===== config.mk =====
export PLATFORM = sky130hd
export DESIGN_NAME = fetch_pc_unit
export DESIGN_NICKNAME = d
export VERILOG_FILES = /design/src/rtl/fetch_pkg.sv /design/src/rtl/fetch_skid_reg.sv /design/src/rtl/fetch_pc_unit.sv
export SDC_FILE = /design/constraint.sdc
export NUM_CORES = 1
export LEC_CHECK = 0
export ABC_AREA = 1
export CAP_MARGIN = 15
export CORE_MARGIN = 2
export CORE_UTILIZATION = 44
export CTS_BUF_LIST = sky130_fd_sc_hd__clkbuf_8
export DETAILED_ROUTE_END_ITERATION = 10
export MAX_ROUTING_LAYER = met4
export PLACE_DENSITY = 0.9
export SLEW_MARGIN = 10
export SYNTH_ARGS = -nofsm -noshare
export SYNTH_HDL_FRONTEND = slang
export SYNTH_SLANG_ARGS = --single-unit

===== constraint.sdc =====
create_clock -name clk_i -period 1.7 [get_ports clk_i]
set_input_delay 0.255 -clock clk_i [delete_from_list [all_inputs] [get_ports clk_i]]
set_output_delay 0.255 -clock clk_i [all_outputs]
set_load 0.02 [all_outputs]

===== src/rtl/fetch_pkg.sv =====
// Shared types for the fetch stage: FSM states, next-PC select codes and the
// per-instruction record held by both the skid and IF/ID registers.
package fetch_pkg;

    // The ghr field is sized for the widest supported history; the top uses the low HISTORY_WIDTH bits.
    localparam int GHR_MAX_W = 32;

    typedef enum logic [1:0] {
        FETCH = 2'd0,
        HOLD  = 2'd1,
        DRAIN = 2'd2
    } fetch_state_e;

    typedef enum logic [1:0] {
        SEL_PC4    = 2'b00,
        SEL_EX_PC4 = 2'b01,
        SEL_BTB    = 2'b10,
        SEL_EX_TGT = 2'b11
    } pcnext_sel_e;

    typedef struct packed {
        logic [31:0]          instr;
        logic [31:0]          pc;
        logic [31:0]          pc_plus4;
        logic                 prediction;
        logic                 btb_hit;
        logic                 bias;
        logic [GHR_MAX_W-1:0] ghr;
    } if_meta_t;

    function automatic logic [31:0] next_seq_pc(input logic [31:0] pc);
        return pc + 32'd4;
    endfunction

endpackage


===== src/rtl/fetch_skid_reg.sv =====
// One-entry skid register holding an instruction and its prediction metadata
// while decode is stalled; clear has priority over load.
module fetch_skid_reg
    import fetch_pkg::*;
(
    input  logic     clk_i,
    input  logic     rst_ni,
    input  logic     load_i,
    input  logic     clear_i,
    input  if_meta_t d_i,
    output if_meta_t q_o
);

    if_meta_t skid_q;

    always_ff @(posedge clk_i) begin
        if (!rst_ni || clear_i) begin
            skid_q <= '0;
        end else if (load_i) begin
            skid_q <= d_i;
        end
    end

    assign q_o = skid_q;

endmodule


===== src/rtl/fetch_pc_unit.sv =====
// Fetch PC unit: owns the fetch PC, handshakes with instruction memory and fills IF/ID.
// Optional FETCH_PERF_CNT_EN adds saturating redirect and stall-cycle counters.
module fetch_pc_unit
    import fetch_pkg::*;
#(
    parameter int          INDEX_WIDTH   = 6,
    parameter int          HISTORY_WIDTH = 8,
    parameter logic [31:0] RESET_PC      = 32'h0000_0000
) (
    input  logic                        clk_i,
    input  logic                        rst_ni,
    input  logic [1:0]                  IF_PCnext_sel_i,
    input  logic                        IF_flush_i,
    input  logic [31:0]                 IF_btb_rd_target_i,
    input  logic [31:0]                 EXMEM_pc_plus4_i,
    input  logic [31:0]                 EXMEM_br_target_i,
    input  logic                        IF_prediction_i,
    input  logic                        IF_btb_hit_i,
    input  logic                        IF_bias_i,
    input  logic [HISTORY_WIDTH-1:0]    IF_ghr_data_i,
    input  logic                        ID_stall_i,
    output logic                        imem_req_o,
    output logic [31:0]                 imem_addr_o,
    input  logic                        imem_ack_i,
    input  logic [31:0]                 imem_rdata_i,
    output logic [31:0]                 IF_pc_o,
    output logic [31-INDEX_WIDTH-2:0]   IF_PC_tag_o,
    output logic [INDEX_WIDTH-1:0]      IF_btb_rd_index_o,
    output logic [HISTORY_WIDTH-1:0]    IF_pht_rd_index_o,
    output logic                        IF_fire_o,
    output logic                        IFID_valid_o,
    output logic [31:0]                 IFID_instr_o,
    output logic [31:0]                 IFID_pc_o,
    output logic [31:0]                 IFID_pc_plus4_o,
    output logic                        IFID_prediction_o,
    output logic                        IFID_btb_hit_o,
    output logic                        IFID_bias_o,
    output logic [HISTORY_WIDTH-1:0]    IFID_ghr_o
`ifdef FETCH_PERF_CNT_EN
    ,
    output logic [31:0]                 perf_redirect_cnt_o,
    output logic [31:0]                 perf_stall_cnt_o
`endif
);

    fetch_state_e state_q, state_d;
    logic [31:0]  pc_q, pc_d;
    if_meta_t     ifid_q, ifid_d;
    logic         ifid_valid_q, ifid_valid_d;
    if_meta_t     fetch_meta, skid_meta;
    logic         skid_load, skid_clear;
    logic         fire;
    logic [31:0]  pc_target;

    always_comb begin
        fetch_meta                         = '0;
        fetch_meta.instr                   = imem_rdata_i;
        fetch_meta.pc                      = pc_q;
        fetch_meta.pc_plus4                = next_seq_pc(pc_q);
        fetch_meta.prediction              = IF_prediction_i;
        fetch_meta.btb_hit                 = IF_btb_hit_i;
        fetch_meta.bias                    = IF_bias_i;
        fetch_meta.ghr[HISTORY_WIDTH-1:0]  = IF_ghr_data_i;
    end

    always_comb begin
        pc_target = next_seq_pc(pc_q);
        case (pcnext_sel_e'(IF_PCnext_sel_i))
            SEL_PC4:    pc_target = next_seq_pc(pc_q);
            SEL_EX_PC4: pc_target = EXMEM_pc_plus4_i;
            SEL_BTB:    pc_target = IF_btb_rd_target_i;
            SEL_EX_TGT: pc_target = EXMEM_br_target_i;
            default:    pc_target = next_seq_pc(pc_q);
        endcase
    end

    always_comb begin
        fire = 1'b0;
        case (state_q)
            FETCH:   fire = imem_ack_i && !ID_stall_i && !IF_flush_i;
            HOLD:    fire = !ID_stall_i && !IF_flush_i;
            default: fire = 1'b0;
        endcase
        fire = fire && rst_ni;
    end

    always_comb begin
        state_d      = state_q;
        pc_d         = pc_q;
        ifid_d       = ifid_q;
        ifid_valid_d = ifid_valid_q;
        skid_load    = 1'b0;
        skid_clear   = 1'b0;
        if (IF_flush_i) begin
            pc_d         = pc_target;
            ifid_valid_d = 1'b0;
            skid_clear   = 1'b1;
            // Only an unacked request (fresh in FETCH or still pending in DRAIN) leaves a stale ack to drop.
            if ((state_q == FETCH || state_q == DRAIN) && !imem_ack_i) begin
                state_d = DRAIN;
            end else begin
                state_d = FETCH;
            end
        end else if (fire) begin
            pc_d         = pc_target;
            ifid_d       = (state_q == HOLD) ? skid_meta : fetch_meta;
            ifid_valid_d = 1'b1;
            state_d      = FETCH;
        end else begin
            if (!ID_stall_i) begin
                ifid_valid_d = 1'b0;
            end
            if (state_q == FETCH && imem_ack_i) begin
                skid_load = 1'b1;
                state_d   = HOLD;
            end else if (state_q == DRAIN && imem_ack_i) begin
                state_d = FETCH;
            end
        end
    end

    always_ff @(posedge clk_i) begin
        if (!rst_ni) begin
            state_q      <= FETCH;
            pc_q         <= RESET_PC;
            ifid_q       <= '0;
            ifid_valid_q <= 1'b0;
        end else begin
            state_q      <= state_d;
            pc_q         <= pc_d;
            ifid_q       <= ifid_d;
            ifid_valid_q <= ifid_valid_d;
        end
    end

    fetch_skid_reg u_skid (
        .clk_i   (clk_i),
        .rst_ni  (rst_ni),
        .load_i  (skid_load),
        .clear_i (skid_clear),
        .d_i     (fetch_meta),
        .q_o     (skid_meta)
    );

    assign imem_req_o        = rst_ni && (state_q == FETCH);
    assign imem_addr_o       = pc_q;
    assign IF_pc_o           = pc_q;
    assign IF_PC_tag_o       = pc_q[31:INDEX_WIDTH+2];
    assign IF_btb_rd_index_o = pc_q[INDEX_WIDTH+1:2];
    assign IF_pht_rd_index_o = pc_q[HISTORY_WIDTH+1:2];
    assign IF_fire_o         = fire;

    assign IFID_valid_o      = ifid_valid_q;
    assign IFID_instr_o      = ifid_q.instr;
    assign IFID_pc_o         = ifid_q.pc;
    assign IFID_pc_plus4_o   = ifid_q.pc_plus4;
    assign IFID_prediction_o = ifid_q.prediction;
    assign IFID_btb_hit_o    = ifid_q.btb_hit;
    assign IFID_bias_o       = ifid_q.bias;
    assign IFID_ghr_o        = ifid_q.ghr[HISTORY_WIDTH-1:0];

    logic unused_ghr;
    assign unused_ghr = ^ifid_q.ghr;

`ifdef FETCH_PERF_CNT_EN
    logic [31:0] redirect_cnt_q, stall_cnt_q;

    always_ff @(posedge clk_i) begin
        if (!rst_ni) begin
            redirect_cnt_q <= '0;
            stall_cnt_q    <= '0;
        end else begin
            if (IF_flush_i && redirect_cnt_q != 32'hFFFF_FFFF) begin
                redirect_cnt_q <= redirect_cnt_q + 32'd1;
            end
            if ((state_q == HOLD || state_q == DRAIN) && stall_cnt_q != 32'hFFFF_FFFF) begin
                stall_cnt_q <= stall_cnt_q + 32'd1;
            end
        end
    end

    assign perf_redirect_cnt_o = redirect_cnt_q;
    assign perf_stall_cnt_o    = stall_cnt_q;
`endif

endmodule


# After elaboration in Yosys (flattened, before gate mapping)
# Index checks and enable logic that the tools add are counted.
[totals] regBits=249 output_inout_bits=212
[classes] add_sub_neg=1 n_eq_ne=6 muxes=16 n_bitwise=2 n_reduce_logical=20
[ops] op="2-to-1 mux 131 bit" count=1
[ops] op="case mux 32 bit (4 select lines)" count=1
[ops] op="2-to-1 mux 32 bit" count=2
[ops] op="adder 32 x 3 -> 32 bit, second input constant" count=1
[ops] op="2-to-1 mux 2 bit" count=5
[ops] op="logical AND 1 bit" count=8
[ops] op="equality test 2 bit, second input constant" count=3
[ops] op="2-to-1 mux 1 bit" count=6
[ops] op="equality test 2 x 1 -> 1 bit, second input constant" count=2
[ops] op="zero test 1 bit" count=4
[ops] op="zero test 2 bit" count=2
[ops] op="nonzero test 4 bit" count=1
[ops] op="logical OR 1 bit" count=2
[ops] op="!= test 2 x 1 -> 1 bit, second input constant" count=1
[ops] op="inverter 1 bit" count=2
[ops] op="case mux 1 bit (2 select lines)" count=1
[ops] op="AND reduction 2 bit" count=1
[ops] op="nonzero test 2 bit" count=1
[ops] op="OR reduction 2 bit" count=1

# Depth between registers and ports, before layout
[logic_depth] depth_word=7 mapped_depth=12 ltp_nobuf=10

# Modules after synthesis
# A second synthesis with hierarchy kept.
[hier_totals] hier_cells=1767 hier_area_um2=12635.9
[modules_own_cells] mod="fetch_pc_unit" instances=1 cells_per_inst=1197 area_each_um2=8080.2 seq_area_each_um2=2842.7
[modules_own_cells] mod="fetch_skid_reg" instances=1 cells_per_inst=570 area_each_um2=4555.6 seq_area_each_um2=2622.5

# Worst setup path after synthesis
# No wires, ideal clock.
[synth_path] kind="register -> register" from="register pc_q[3] (netlist: IF_pc_o[3])" to="register u_skid.skid_q (netlist bit u_skid.q_o[61])" arrival_time_ns=1.525 required_time_ns=1.587 path_slack_ns=0.062 path_stages_with_launch=10 synth_period_minus_slack_ns=1.638 cell_sequence="dfxtp_1 > ha_1 > nand2_1 > nor2_1 > nand2_1 > nor2_2 > nand3_1 > and2_1 > o21ai_1 > inv_1"
[synth_via] elab_chain_len=1
[synth_lines] element="start, declared" line="fetch_pc_unit.sv:47" rtl="logic [31:0] pc_q, pc_d;"
[synth_lines] element="start signal, assigned" line="fetch_pc_unit.sv:130" rtl="pc_q <= pc_d;"
[synth_lines] element="adder 32 x 3 -> 32 bit"
[synth_lines] element="end signal, assigned" line="fetch_skid_reg.sv:20" rtl="skid_q <= d_i;"
[synth_lines] element="end, declared" line="fetch_skid_reg.sv:14" rtl="if_meta_t skid_q;"
# No other way between the ends.
# A chain may end at the register's enable or synchronous reset.

# Final worst setup path
[layout_path] from="register state_q[0]" to="output port IF_fire_o"
[layout_via] elab_chain_len=3 word_cells_on_any_way=4 cone_classes="eq/ne (1); mux (1); reduce/logical (2)"
[layout_lines] element="start, declared" line="fetch_pc_unit.sv:46" rtl="fetch_state_e state_q, state_d;"
[layout_lines] element="start signal, assigned" line="fetch_pc_unit.sv:129" rtl="state_q <= state_d;"
[layout_lines] element="equality test 2 x 1 -> 1 bit or zero test 2 bit (tied branches)" line="fetch_pc_unit.sv:79" rtl="case (state_q)"
[layout_lines] element="case mux 1 bit (2 select lines) *" line="fetch_pc_unit.sv:79"
[layout_lines] element="logical AND 1 bit *" line="fetch_pc_unit.sv:84" rtl="fire = fire && rst_ni;"
[layout_lines] element="end, declared" line="fetch_pc_unit.sv:30" rtl="output logic IF_fire_o,"
# Mark *: on every way between the ends. The rest lies on a longest branch, timed or not.

==> results.sh <==
export IMPL_crit_arrival_ns=1.43
export IMPL_p_leak_nw=7.30
export IMPL_dp_hpwl_um=29600
export IMPL_grt_start_max_net_pins=88
export IMPL_final_nets=2101
export IMPL_overflow=0
export IMPL_clkSinkCount=245
export IMPL_ant_nets=0
export IMPL_hold_path_class="in -> reg"
export IMPL_first_pass_iters=6
export IMPL_clockBufferDepth=3
export IMPL_yosysTopAreaCellShare=0.422
export IMPL_synth_enable_flop_cells=0
export IMPL_track_usage=0.287
export IMPL_slew_headroom=0.399
export IMPL_root_buffer="clkbuf_8"
export IMPL_synth_seq_area_share=0.422
export IMPL_holdWs_ns=0.146
export IMPL_yosys_top_cells_count="nand2_1, dfxtp_1, o21ai_0, nor2_1, a21oi_1"
export IMPL_fmax_ghz=0.594
export IMPL_finalSetupViolCount=0
export IMPL_crit_chain="or2_4 > nand3_4 > inv_4 > buf_4"
export IMPL_initial_core_util=0.447
export IMPL_peakVddDrop_v=0.000573
export IMPL_routedWlPerCell_um=17.7
export IMPL_io_pins=358
export IMPL_crit_type="reg -> out"
export IMPL_synthArstFlopShare=0
export IMPL_cp_max_fo=3
export IMPL_vias_per_cell=5.39
export IMPL_layout_min_cycle_time_ns=1.68
export IMPL_fin_skew_ns=0.0356
export IMPL_drt_wl_total_um=41000
export IMPL_drive_gt1_frac=0.160
export IMPL_rsz0062_at_grt="yes"
export IMPL_clk_insertion_delay_late_ns=0.55
export IMPL_die_w_um=167
export IMPL_cp_end_kind="output pin"
export IMPL_ys_types=35
export IMPL_worst_pin_slew_ns=0.902
export IMPL_start_kind="flop"
export IMPL_timing_hold_violations_final=0
export IMPL_grt_pass1_vias=11900
export IMPL_instances_no_fill=2311
export IMPL_dp_cells=2242
export IMPL_maxCapViolations=0
export IMPL_syn_avg_cell_area_um2=7.09
export IMPL_dieArea_um2=27700
export IMPL_cts_tree="built"
export IMPL_grt_pass1_wl_um=62600
export IMPL_vias=12500
export IMPL_gp_congestion=0.968
export IMPL_initialDrtViolationCount=1319
export IMPL_antennaDiodeCount=0
export IMPL_placed_area_um2=15500
export IMPL_synth_area_um2=11600
export IMPL_cts_buffers=40
export IMPL_final_area_um2=16300
export IMPL_dpl_worst_slack_ns=-0.423
export IMPL_route_detailed_drc=0
export IMPL_status="complete, no violations"
export IMPL_fin_ws_ns=0.0156
export IMPL_yosysMostFrequentCell="nand2_1"
export IMPL_cp_top_family="simple AND/OR/NAND/NOR gates"
export IMPL_crit_buf_inv=2
export IMPL_critPathMaxStageDelay_ns=0.33
export IMPL_synth_nets=1788
export IMPL_synth_ff_type="dfxtp_1"
export IMPL_netlist_instances=1641
export IMPL_port_buffers=357
export IMPL_yosys_warnings=0
export IMPL_synth_seq_cells=245
export IMPL_maxSlewViolCount=0
export IMPL_synthTopCellsByArea="dfxtp_1, nand2_1, o21ai_0"
export IMPL_rows=59
export IMPL_design_core_area_um2=26000
export IMPL_die_y_um=167
export IMPL_crit_required_ns=1.44
export IMPL_p_per_area_nw_per_um2=849
export IMPL_antenna_found_initial=0
export IMPL_holdBufCountCts=0
export IMPL_htreeDepth=2
export IMPL_area_growth_pct=40.5
export IMPL_period_share=0.991
export IMPL_critPathSlowestCell="dfxtp_2"
export IMPL_clk_pin_slew_worst_paths_ns=0.06
export IMPL_synth_area_leader_cell="dfxtp_1"
## where the power goes
part	total (mW)	switching (mW)	internal, mW
sequential	6.19	0.201	5.99
clock	4.89	2.30	2.59
combinational	2.79	1.60	1.19
## cells in the final DEF, fill, tap and decap left out, drive strengths merged, types with 2 or more instances in the layout
| master | n |
|---|---|
| a211oi | 15 |
| a21oi | 139 |
| a221oi | 2 |
| a22o | 4 |
| a31oi | 77 |
| and2 | 5 |
| buf | 132 |
| clkbuf | 68 |
| clkdlybuf4s15 | 50 |
| clkdlybuf4s50 | 144 |
| clkinv | 5 |
| dfxtp | 245 |
| dlygate4sd2 | 141 |
| inv | 108 |
| nand2 | 379 |
| nand3 | 49 |
| nand3b | 5 |
| nand4 | 3 |
| nor2 | 148 |
| o211ai | 5 |
| o21a | 11 |
| o21ai | 221 |
| o21bai | 2 |
| or2 | 2 |
| xnor2 | 4 |
| xor2 | 10 |
## tightest hold or removal path, cell delays in order
cell and delay, ns:
buf_4 0.13, inv_1 0.07, buf_4 0.15, a211oi_1 0.05
## state kept, by name, indices dropped and copies added (netlist names)
signal	count
IF_pc_o	32
IFID_valid_o	1
IFID_pc_plus4_o	30
IFID_prediction_o	1
state_q	2
u_skid.q_o	105
IFID_ghr_o	8
IFID_instr_o	32
IFID_bias_o	1
IFID_btb_hit_o	1
IFID_pc_o	32
## final timing paths
path	end	slack [ns]	startpoint	cells past startpoint
worst max-delay path	IF_fire_o	0.02	state_q[0]	4
worst min-delay path	state_q[1]	0.15	rst_ni	4
worst max register to register	IFID_pc_plus4_o[15]	0.03	IF_pc_o[2]	9
worst min register to register	u_skid.q_o[126]	0.44	u_skid.q_o[126]	2
## cell type report
type	count	area, um2
timing repair buffer	486	4540
inverter	98	374
clock inverter	15	68.8
tap	335	419
fill	2213	9640
sequential	245	4940
clock buffer	49	674
multi-input combinational	1083	5320
## through the flow
step | TNS, ns | total power, mW | utilization
after floorplan | 0 | 7.81 | -
after global placement | -60.14 | 9.12 | 0.597
after detailed placement | -75.44 | 9.18 | 0.597
after CTS | -0.635 | 13.8 | 0.622
after global routing | -0.238 | 14.4 | 0.629
final | 0 | 13.9 | 0.629
## metal layers
| metal | wire length [um] | GRT usage |
|---|---|---|
| met3 | 3480 | 0.0580 |
| met4 | 1610 | 0.115 |
| met2 | 19900 | 0.487 |
| met5 | 0 | - |
| met1 | 16000 | 0.332 |
## cell families (layout without fill, tap and decap cells)
group	Yosys count	count (layout)	synth area share
AOI/OAI and AO/OA	476	476	0.222
and+or+nand+nor	592	592	0.202
DFF	245	245	0.422
adders and majority gates	1	1	0.00108
buffers and inverters	313	648	0.142
xor gates and xnor gates	14	14	0.0105
## repair_timing
item	in CTS	in global routing
resized for setup	323	109
setup endpoints to repair	258	213
endpoints found under the hold margin	0	0
pin swaps	3	12
buffers inserted	1	4
Note: power is estimated with default switching activity, not from simulation.
==> variant 1 (config.mk and constraints unchanged) <==
The 3 states of `fetch_state_e` get a one-hot encoding in 3 bits.
--- a/src/rtl/fetch_pkg.sv
+++ b/src/rtl/fetch_pkg.sv
@@ -5,10 +5,10 @@
     // The ghr field is sized for the widest supported history; the top uses the low HISTORY_WIDTH bits.
     localparam int GHR_MAX_W = 32;
 
-    typedef enum logic [1:0] {
-        FETCH = 2'd0,
-        HOLD  = 2'd1,
-        DRAIN = 2'd2
+    typedef enum logic [2:0] {
+        FETCH = 3'b001,
+        HOLD  = 3'b010,
+        DRAIN = 3'b100
     } fetch_state_e;
 
     typedef enum logic [1:0] {
Check against the original RTL: no difference found for any inputs over 4 cycles, from zero or initial values and one cycle with rst_ni low; so few cycles prove little.
==> variant 1 against the original RTL <==
  * The run now ends with setup timing left
  * First-iteration DRC count up 12%
  * Synthesized cell count up 6.2%
  * Clock skew down 0.0061 ns
  * Worst setup slack worse by 0.087 ns
  * Sequential cell count up 1
  * Sequential share of layout area down 1.9 points
  * Synthesized area up 4.9%
  * Non-clock buffer count up 37
  * Total power up 7.5%
  * Final area up 7.4%
  * Wire length up 8.4%
  * Utilization up 1.9 points
  * Clock power up 15%
  * Largest cell class unchanged
  * Largest power group unchanged
==> variant 1: results (changes against the original RTL) <==
stage	metric	value	unit	change
sta	Slew HR	0.585		+0.186
sta	Worst Skew	0.0295	ns	-0.00610 ns
grt	first-pass GRT wire length	65300	µm	+4.2%
run_status	status	finished, violations left		
drt	met2 routed WL	21100	µm	+6.3%
grt	Total GRT Usage	0.288		+0.00186
sta	setup violators final	2		+2
power	Max IR drop VDD	508	µV	-11%
placed_design	Final Wtd Congestion	0.980		+1.3%
run_status	failing checks	setup timing		
critical_path	r2r endpoint	u_skid.q_o[90]		
power	LEAKAGE	7.92	nW	+8.5%
critical_path	WP data arrival	1.52	ns	+0.09 ns
synthesis	sequential area share after synthesis	0.404		-0.0183
grt	largest net degree at the start of global routing	134		+52%
placed_design	Post-DP Area	16200	µm²	+4.5%
synthesis	Syn Nets	1889		+5.6%
sta	worst setup margin	-0.0709	ns	-0.0865 ns
critical_path	reg-to-reg setup timing slack	0	ns	-0.03 ns
placed_design	DP Wirelength	30100	µm	+2.0%
drt	metal3 WL	3990	µm	+15%
grt	vias in the first global route	12618		+6.1%
synthesis	Post-Synth Adder-Cell Area	0.00103		-0.0000508
critical_path	Crit. Startpoint	state_q[1]		
synthesis	xor/xnor share of the synthesized area	0.00861		-0.00193
grt	met2 Use GR	0.474		-0.0125
-- variant 1: layout make-up --
cell class | instances | area [µm²] | area share
multi-input cells | 1216 | 5890 | 0.335
clock inverters | 22 | 144 | 0.00820
flip-flops and latches | 246 | 4980 | 0.284
diodes | 1 | 2.50 | 0.000143
clock buffers | 54 | 743 | 0.0423
well taps | 372 | 465 | 0.0265
repair buffers | 523 | 5100 | 0.291
inverters | 54 | 229 | 0.0130
-- variant 1: power by group --
part           internal, W  switching, W  leakage [nW]
sequential         0.00599      0.000201          2.01
clock              0.00315       0.00244         0.513
combinational      0.00136       0.00177          5.40
total               0.0105       0.00441          7.92
-- variant 1: timing repair --
action / in CTS / in global routing
setup buffers: 6 / 6
gates resized for setup: 377 / 119
hold endpoints to repair: 0 / 0
pin swaps: 4 / 6
cloned: 0 / 12
endpoints found under the setup margin: 369 / 252
-- variant 1: critical path, stage by stage (launching register included) --
cell and delay [ns]:
dfxtp_2 0.35, inv_4 0.06, nand3_4 0.08, nor2_4 0.05, o21ai_4 0.19, clkinv_4 0.10, buf_6 0.14
-- variant 1: metrics by stage --
stage               cells  TNS [ns]  setup slack [ns]  total power (W)
detailed placement   2387    -64.03            -0.350          0.00934
floorplan            1742         0            0.0504          0.00796
global route         2488     -1.08            -0.130           0.0155
CTS                  2469   -0.0335           -0.0321           0.0148
finish               2488   -0.0743           -0.0709           0.0149
global placement     2387    -54.51            -0.280          0.00928
-- variant 1: worst min-delay path by stage --
stage,start,end,slack (ns),cells after the start
CTS,rst_ni,state_q[2],0.03,3
global placement,u_skid.q_o[69],u_skid.q_o[69],0.43,2
detailed placement,u_skid.q_o[69],u_skid.q_o[69],0.45,2
finish,rst_ni,state_q[2],0.05,3
floorplan,ID_stall_i,IFID_valid_o,0.40,2
global route,rst_ni,state_q[2],0.04,3
==> variant 2 (same settings) <==
Without the edit above. Add a define of `FETCH_PERF_CNT_EN`.
--- a/src/rtl/fetch_pc_unit.sv
+++ b/src/rtl/fetch_pc_unit.sv
@@ -1,5 +1,7 @@
 // Fetch PC unit: owns the fetch PC, handshakes with instruction memory and fills IF/ID.
 // Optional FETCH_PERF_CNT_EN adds saturating redirect and stall-cycle counters.
+`define FETCH_PERF_CNT_EN
+
 module fetch_pc_unit
     import fetch_pkg::*;
 #(
Check against the original RTL (old outputs only; new: perf_redirect_cnt_o and perf_stall_cnt_o): no difference found for any inputs over 4 cycles, from zero or initial values and one cycle with rst_ni low; that may be too few to reach the edited logic, so the function may still have changed.
==> variant 2 against the original RTL <==
  * The flow now finishes with violations (setup timing)
  * Sequential power up 25%
  * Sequential cell count up 64
  * Combinational power up 48%
  * Synthesized area up 35%
  * Total power up 45%
  * Worst setup slack worse by 0.37 ns
  * Largest cell class unchanged
  * Wire length up 72%
  * Final area up 51%
==> variant 2: results (changes against the original RTL) <==
stage	metric	value	unit	change
run_status	status	finished, violations left		
run_status	failing checks	setup timing		
critical_path	r2r endpoint	u_skid.q_o[6]		
critical_path	Reg-to-Reg Start	state_q[1]		
placed_design	Post-DP Area	20800	µm²	+34%
power	Max IR drop VDD	630	µV	+9.8%
sta	Hold WS	0.144	ns	-0.00246 ns
synthesis	Post-Synth Adder-Cell Area	0.00478		+0.00371
sta	Worst Skew	0.0483	ns	+0.0128 ns
power	Clock Power	0.00819	W	+67%
placed_design	post-placement worst setup slack	-0.373	ns	+0.0501 ns
synthesis	share of the synthesized area in compound gates (AO/OA/AOI/OAI)	0.171		-0.0512
clocking	postcts setup bufs	32		+31
synthesis	top cells by count, synth	nand2_1, dfxtp_1, nor2_1		
power	LEAKAGE	10.7	nW	+46%
sta	worst setup margin	-0.358	ns	-0.373 ns
synthesis	synth top area cells	dfxtp_1, nand2_1, nor2_1		
grt	vias in the first global route	17908		+51%
placed_design	dpl cells	3156		+41%
drt	drt wl/cell	21.1	µm	+19%
synthesis	Syn Nets	2472		+38%
clocking	Clk Latency, worst-skew pair	0.63	ns	+0.08 ns
placed_design	DP Wirelength	40300	µm	+36%
final_layout	layout cells sized above 1	0.250		+0.0897
grt	initial antenna violation count	1		+1
sta	setup violators final	269		+269
synthesis	xor/xnor share of the synthesized area	0.0212		+0.0107
drt	Vias	18846		+51%
power	seq pwr	0.00774	W	+25%
synthesis	Mapped Cells	2320		+41%
floorplan	die width	193	µm	+16%
==> variant 2: cell count changes in the layout (fill, tap and decap cells not counted), sizes merged, moves of 20 or more <==
cell | unedited run | this run
dlygate4sd2 | 141 | 161
a21oi | 139 | 176
nor2 | 148 | 307
buf | 132 | 288
dfxtp | 245 | 309
clkdlybuf4s15 | 50 | 85
nand2 | 379 | 700
nand3 | 49 | 81
==> variant 2: layer usage <==
| metal | track usage | up-vias | share of wire |
|---|---|---|---|
| li1 | - | 8507 | - |
| met1 | 0.420 | 8791 | 0.38 |
| met2 | 0.565 | 1246 | 0.47 |
| met3 | 0.0713 | 302 | 0.10 |
| met4 | 0.178 | 0 | 0.052 |
| met5 | - | - | 0 |
==> variant 2: layout make-up <==
class                           instances  area [µm²]
Clock inverter                         26         330
Fill cell                            2711       10600
Clock buffer                           69         950
Sequential cell                       309        6250
Timing Repair inverter                  1        16.3
Timing Repair Buffer                  692        7490
Inverter                              105         447
Antenna cell                            2        5.00
Multi-Input combinational cell       1670        8690
Tap cell                              461         577
